==> src/rtl/cordic_pkg.sv <==
// Shared types, constants and arctangent lookup for the iterative CORDIC cosine engine.
package cordic_pkg;

   localparam int unsigned FIX_W   = 22;
   localparam int unsigned ATAN_IW = 5;

   typedef logic signed [FIX_W-1:0] fix_t;

   typedef enum logic [1:0] {
      IDLE   = 2'd0,
      ROTATE = 2'd1,
      DONE   = 2'd2
   } state_e;

   // Circular-mode gain compensation, 0.6072529 in Q2.20.
   localparam fix_t CORDIC_K = fix_t'(22'h09B74F);

   // round(atan(2^-i) * 2^20); from i=8 on the value equals 2^(20-i).
   function automatic fix_t atan_lut(input logic [ATAN_IW-1:0] idx);
      fix_t val;
      val = '0;
      case (idx)
         5'd0:  val = fix_t'(22'h0C90FE);
         5'd1:  val = fix_t'(22'h076B1A);
         5'd2:  val = fix_t'(22'h03EB6F);
         5'd3:  val = fix_t'(22'h01FD5C);
         5'd4:  val = fix_t'(22'h00FFAB);
         5'd5:  val = fix_t'(22'h007FF5);
         5'd6:  val = fix_t'(22'h003FFF);
         5'd7:  val = fix_t'(22'h002000);
         5'd8:  val = fix_t'(22'h001000);
         5'd9:  val = fix_t'(22'h000800);
         5'd10: val = fix_t'(22'h000400);
         5'd11: val = fix_t'(22'h000200);
         5'd12: val = fix_t'(22'h000100);
         5'd13: val = fix_t'(22'h000080);
         5'd14: val = fix_t'(22'h000040);
         5'd15: val = fix_t'(22'h000020);
         5'd16: val = fix_t'(22'h000010);
         5'd17: val = fix_t'(22'h000008);
         5'd18: val = fix_t'(22'h000004);
         5'd19: val = fix_t'(22'h000002);
         default: val = '0;
      endcase
      return val;
   endfunction

endpackage

==> src/rtl/cordic_step.sv <==
// One combinational CORDIC micro-rotation in rotation mode, driven toward z = 0.
module cordic_step
   import cordic_pkg::*;
#(
   parameter int unsigned IW = 4
) (
   input  fix_t          x_i,
   input  fix_t          y_i,
   input  fix_t          z_i,
   input  logic [IW-1:0] i_i,
   output fix_t          x_o,
   output fix_t          y_o,
   output fix_t          z_o
);

   fix_t x_sh;
   fix_t y_sh;
   fix_t atan_v;

   always_comb begin
      x_sh   = x_i >>> i_i;
      y_sh   = y_i >>> i_i;
      atan_v = atan_lut(ATAN_IW'(i_i));
      // Negative residual angle rotates clockwise (d = -1).
      if (z_i[FIX_W-1]) begin
         x_o = x_i + y_sh;
         y_o = y_i - x_sh;
         z_o = z_i + atan_v;
      end else begin
         x_o = x_i - y_sh;
         y_o = y_i + x_sh;
         z_o = z_i - atan_v;
      end
   end

endmodule

==> src/rtl/cordic_cos_iter.sv <==
// Iterative CORDIC cosine engine with valid/ready on both sides.
// Optional sine output enabled by defining CORDIC_SIN_EN.
module cordic_cos_iter
   import cordic_pkg::*;
#(
   parameter int unsigned ITERATIONS = 16
) (
   input  logic              clk,
   input  logic              reset_n,
   input  logic              in_valid,
   output logic              in_ready,
   input  logic [FIX_W-1:0]  in_angle,
   output logic              out_valid,
   input  logic              out_ready,
`ifdef CORDIC_SIN_EN
   output logic [FIX_W-1:0]  out_sin,
`endif
   output logic [FIX_W-1:0]  out_cos
);

   localparam int unsigned CNT_W = $clog2(ITERATIONS);
   localparam logic [CNT_W-1:0] LAST_I = CNT_W'(ITERATIONS - 1);

   state_e            state_q, state_d;
   logic [CNT_W-1:0]  cnt_q, cnt_d;
   fix_t              x_q, x_d;
   fix_t              y_q, y_d;
   fix_t              z_q, z_d;
   logic              in_ready_q, in_ready_d;
   logic              out_valid_q, out_valid_d;
   fix_t              out_cos_q, out_cos_d;
`ifdef CORDIC_SIN_EN
   fix_t              out_sin_q, out_sin_d;
`endif

   fix_t              x_n, y_n, z_n;
   logic              accept;
   logic              last_step;

   cordic_step #(.IW(CNT_W)) u_step (
      .x_i (x_q),
      .y_i (y_q),
      .z_i (z_q),
      .i_i (cnt_q),
      .x_o (x_n),
      .y_o (y_n),
      .z_o (z_n)
   );

   assign accept    = in_valid & in_ready_q;
   assign last_step = (state_q == ROTATE) && (cnt_q == LAST_I);

   // State and datapath registers; reset aborts any job in flight.
   always_ff @(posedge clk or negedge reset_n) begin
      if (!reset_n) begin
         state_q     <= IDLE;
         cnt_q       <= '0;
         x_q         <= '0;
         y_q         <= '0;
         z_q         <= '0;
         in_ready_q  <= 1'b1;
         out_valid_q <= 1'b0;
         out_cos_q   <= '0;
`ifdef CORDIC_SIN_EN
         out_sin_q   <= '0;
`endif
      end else begin
         state_q     <= state_d;
         cnt_q       <= cnt_d;
         x_q         <= x_d;
         y_q         <= y_d;
         z_q         <= z_d;
         in_ready_q  <= in_ready_d;
         out_valid_q <= out_valid_d;
         out_cos_q   <= out_cos_d;
`ifdef CORDIC_SIN_EN
         out_sin_q   <= out_sin_d;
`endif
      end
   end

   // Next-state logic.
   always_comb begin
      state_d = state_q;
      case (state_q)
         IDLE:    if (accept)    state_d = ROTATE;
         ROTATE:  if (last_step) state_d = DONE;
         DONE:    if (out_ready) state_d = IDLE;
         default: state_d = IDLE;
      endcase
   end

   // Datapath and registered outputs, all derived from the next state.
   always_comb begin
      cnt_d       = cnt_q;
      x_d         = x_q;
      y_d         = y_q;
      z_d         = z_q;
      out_cos_d   = out_cos_q;
`ifdef CORDIC_SIN_EN
      out_sin_d   = out_sin_q;
`endif
      in_ready_d  = (state_d == IDLE);
      out_valid_d = (state_d == DONE);

      if (state_q == IDLE && accept) begin
         x_d   = CORDIC_K;
         y_d   = '0;
         z_d   = fix_t'(in_angle);
         cnt_d = '0;
      end else if (state_q == ROTATE) begin
         x_d   = x_n;
         y_d   = y_n;
         z_d   = z_n;
         cnt_d = last_step ? '0 : cnt_q + CNT_W'(1);
         if (last_step) begin
            out_cos_d = x_n;
`ifdef CORDIC_SIN_EN
            out_sin_d = y_n;
`endif
         end
      end
   end

   assign in_ready  = in_ready_q;
   assign out_valid = out_valid_q;
   assign out_cos   = out_cos_q;
`ifdef CORDIC_SIN_EN
   assign out_sin   = out_sin_q;
`endif

endmodule
==> config.mk <==
export PLATFORM = sky130hd
export DESIGN_NAME = cordic_cos_iter
export DESIGN_NICKNAME = d
export VERILOG_FILES = /design/src/rtl/cordic_pkg.sv /design/src/rtl/cordic_step.sv /design/src/rtl/cordic_cos_iter.sv
export SDC_FILE = /design/constraint.sdc
export NUM_CORES = 1
export LEC_CHECK = 0
export CAP_MARGIN = 0
export CORE_MARGIN = 1
export CORE_UTILIZATION = 62
export DETAILED_ROUTE_END_ITERATION = 6
export PLACE_DENSITY_LB_ADDON = 0.3
export SLEW_MARGIN = 15
export SYNTH_ARGS = -nofsm -noshare
export SYNTH_HDL_FRONTEND = slang
export SYNTH_SLANG_ARGS = --single-unit
==> constraint.sdc <==
create_clock -name clk -period 6.6 [get_ports clk]
set_input_delay 0.99 -clock clk [delete_from_list [all_inputs] [get_ports clk]]
set_output_delay 0.99 -clock clk [all_outputs]
set_load 0.005 [all_outputs]
==> flow_metrics.tcl <==
set metrics [dict create \
    synth_fp_nets 1381 \
    r2r_slack_ns 0.80 \
    yosys.cell_types.count 77 \
    final-setup-viol-count 0 \
    htreeDepth 3 \
    drive_gt1_share_pct 9.18 \
    critPathMaxFanout 29 \
    antenna_found_initial 0 \
    wl_per_cell_um 18.4 \
    ys_ff_latch 96 \
    fp.coreArea_sq_um 16600 \
    avgSynthCellArea_sq_um 8.33 \
    hold_viol_final 0 \
    status "complete, no violations" \
    nets 1381 \
    clk_pin_slew_ns 0.08 \
    ctsResizeCount 0 \
    syn2layout_area_growth_pct 8.27 \
    diodes 0 \
    synth_area_sq_um 10600 \
    ctsHoldBuffers 0 \
    final.min_clock_period_ns 5.80 \
    drt-initial-drc-count 900 \
    dieArea_sq_um 17600 \
    hp-start "out_cos[8]$_DFFE_PN0P_" \
    ios 50 \
    io_buffers 49 \
    drc 0 \
    place_congestion 0.966 \
    vias 9561 \
    hold_path_depth 2 \
    async_flop_share_pct 100 \
    grt_max_degree 61 \
    synthTopCellsByCount "140 x nand2_1, 98 x a21oi_1, 98 x nor2_1" \
    cts_sinks 96 \
    reg2reg_to "x_q[20]$_DFFE_PN0P_" \
    drt_first_pass_iters 5 \
    rsz0062_at_grt "no" \
    rows 47 \
    cap_violations 0 \
    crit_required_ns 6.82 \
    grt_usage_pct 31.8 \
    startpoint_type "flip-flop" \
    synth_edf_count 0 \
    die_h_um 133 \
    drt-total-wl_mm 27.5 \
    hold_end "out_cos[8]$_DFFE_PN0P_" \
    post-cts-setup-buffers 0 \
    skew_ns 0.0144 \
    ys.warnings.count 0 \
    hpwl_mm 19.8 \
    yosysMostFrequentCell "nand2_1" \
    synth_area_leaders "dfrtp_1 22%, ha_1 9.7%, mux4_2 7.9%" \
    synth_cells 1270 \
    fin_crit_sh_pct 87.9 \
    worstReg2RegStart "cnt_q[0]$_DFFE_PN0P_" \
    hp-class "flip-flop to flip-flop" \
    start_util_pct 63.6 \
    grt_pass1_vias 8974 \
    cp-end-kind "flip-flop" \
    root_buffer "clkbuf_16" \
    ant_nets 0 \
    relSlewSlack_pct 34.5 \
    synth_top_flop_cell "dfrtp_1" \
    clockBufferDepth 2 \
    chipWidth_um 133 \
    clk-insertion-delay-late_ns 0.37 \
    slew_viol_final 0 \
    numCtsBuffers 9 \
    crit_type "flip-flop to flip-flop" \
    worstMarginPinSlew_ns 0.982 \
    grt_pass1_wl_mm 45.2 \
    arrival_ns 6.02 \
    yosysSeqAreaShare_pct 22.7 \
    vias_per_cell 6.40 \
    reg2regPathDepth 18 \
    synth_top_area_share_pct 22.5 \
    fmax_mhz 172 \
    cts_tree "done" \
    grt.overflow.total 0 \
    synth_area_leader_cell "dfrtp_1" \
    setup_tns_ns 0 \
]
-- cell families after synthesis --
kind of cell,count (synthesis),share of synthesized area [%]
AND/OR/NAND/NOR,396,17.9
AO/OA/AOI/OAI,369,21.1
buffers and inverters,111,4.39
XOR/XNOR,109,9.02
multiplexers,104,14.6
flip-flops,96,22.7
adder cells (fa/ha/maj),85,10.3
-- worst max-delay path by stage --
stage,cells after the start,from,endpoint
after CTS,18,cnt_q[0]$_DFFE_PN0P_,x_q[20]$_DFFE_PN0P_
after floorplan,21,cnt_q[0]$_DFFE_PN0P_,y_q[21]$_DFFE_PN0P_
after global placement,21,cnt_q[1]$_DFFE_PN0P_,z_q[21]$_DFFE_PN0P_
after detailed placement,18,cnt_q[0]$_DFFE_PN0P_,out_cos[20]$_DFFE_PN0P_
final,18,cnt_q[0]$_DFFE_PN0P_,x_q[20]$_DFFE_PN0P_
after global routing,19,cnt_q[0]$_DFFE_PN0P_,y_q[21]$_DFFE_PN0P_
-- metal layers --
| metal | vias to the layer above | track usage [%] | part of all wire [%] |
|---|---|---|---|
| li1 | 4609 | - | - |
| met1 | 4507 | 43.3 | 44 |
| met2 | 391 | 51.3 | 46 |
| met3 | 54 | 4.33 | 6.9 |
| met4 | 0 | 12.1 | 2.8 |
| met5 | - | 0 | 0 |
-- critical path: stages, from the launching register on --
cell and delay (ns):
dfrtp_2 0.89, mux4_2 0.67, mux4_2 0.53, or2_4 0.29, nor3_2 0.16, and2_4 0.20
a31oi_1 0.10, xor2_1 0.18, ha_1 0.37, a21oi_1 0.26, nor4b_1 0.55, o211ai_1 0.27
nand2_1 0.12, o21ai_1 0.13, a41oi_1 0.36, a21oi_1 0.12, a21oi_1 0.18, xor2_1 0.18
o21ai_0 0.10
-- registers in the layout (all words and copies together), names as in the netlist --
signal	flops
y_q	22
state_q	2
out_valid	1
z_q	22
in_ready	1
out_cos	22
cnt_q	4
x_q	22
-- layout make-up --
cell class	count	area, sq um
Clock inverter	6	61.3
Clock buffer	10	229
Multi-Input combinational cell	1063	7740
Tap cell	220	275
Fill cell	1348	5190
Timing Repair Buffer	66	616
Inverter	34	128
Sequential cell	96	2410
-- through the flow --
step / setup WS [ns] / std cells / util, % / hold WS, ns / cell area [sq um]
2_1_floorplan: 1.55 / 1270 / - / 0.453 / 10600
3_3_place_gp: 1.02 / 1479 / 67.1 / 0.462 / 11200
3_5_place_dp: 0.892 / 1479 / 67.1 / 0.471 / 11200
4_1_cts: 0.841 / 1495 / 68.8 / 0.488 / 11500
5_1_grt: 0.305 / 1495 / 68.8 / 0.520 / 11500
6_report: 0.795 / 1495 / 68.8 / 0.484 / 11500
-- placed cells by master, fill, tap and decap left out, types with 7 or more instances in the layout --
cell type,netlist,routed
buf_4,1,18
nand2b_1,15,14
nor2_1,98,98
nand3_1,41,41
inv_1,31,31
nor2b_1,21,20
o21bai_1,12,12
xor2_1,46,46
o211ai_1,8,8
o22ai_1,7,7
ha_1,82,82
nor3_1,21,21
mux2_1,9,9
mux2_2,20,20
and3_1,9,9
a21oi_1,98,98
clkbuf_16,0,9
a21o_1,26,26
nand2_1,140,140
clkdlybuf4s50_1,0,48
o21a_1,15,15
a31oi_1,27,27
o21ai_1,22,22
a22oi_1,7,7
dfrtp_1,95,91
o21ai_0,95,95
xnor2_1,63,63
a211oi_1,12,12
and2_1,7,7
mux4_2,37,37
mux2i_1,38,38
Power is left out: the tool's default activity adds up to more than one toggle a clock period on the data nets, which glitch-free logic cannot reach.
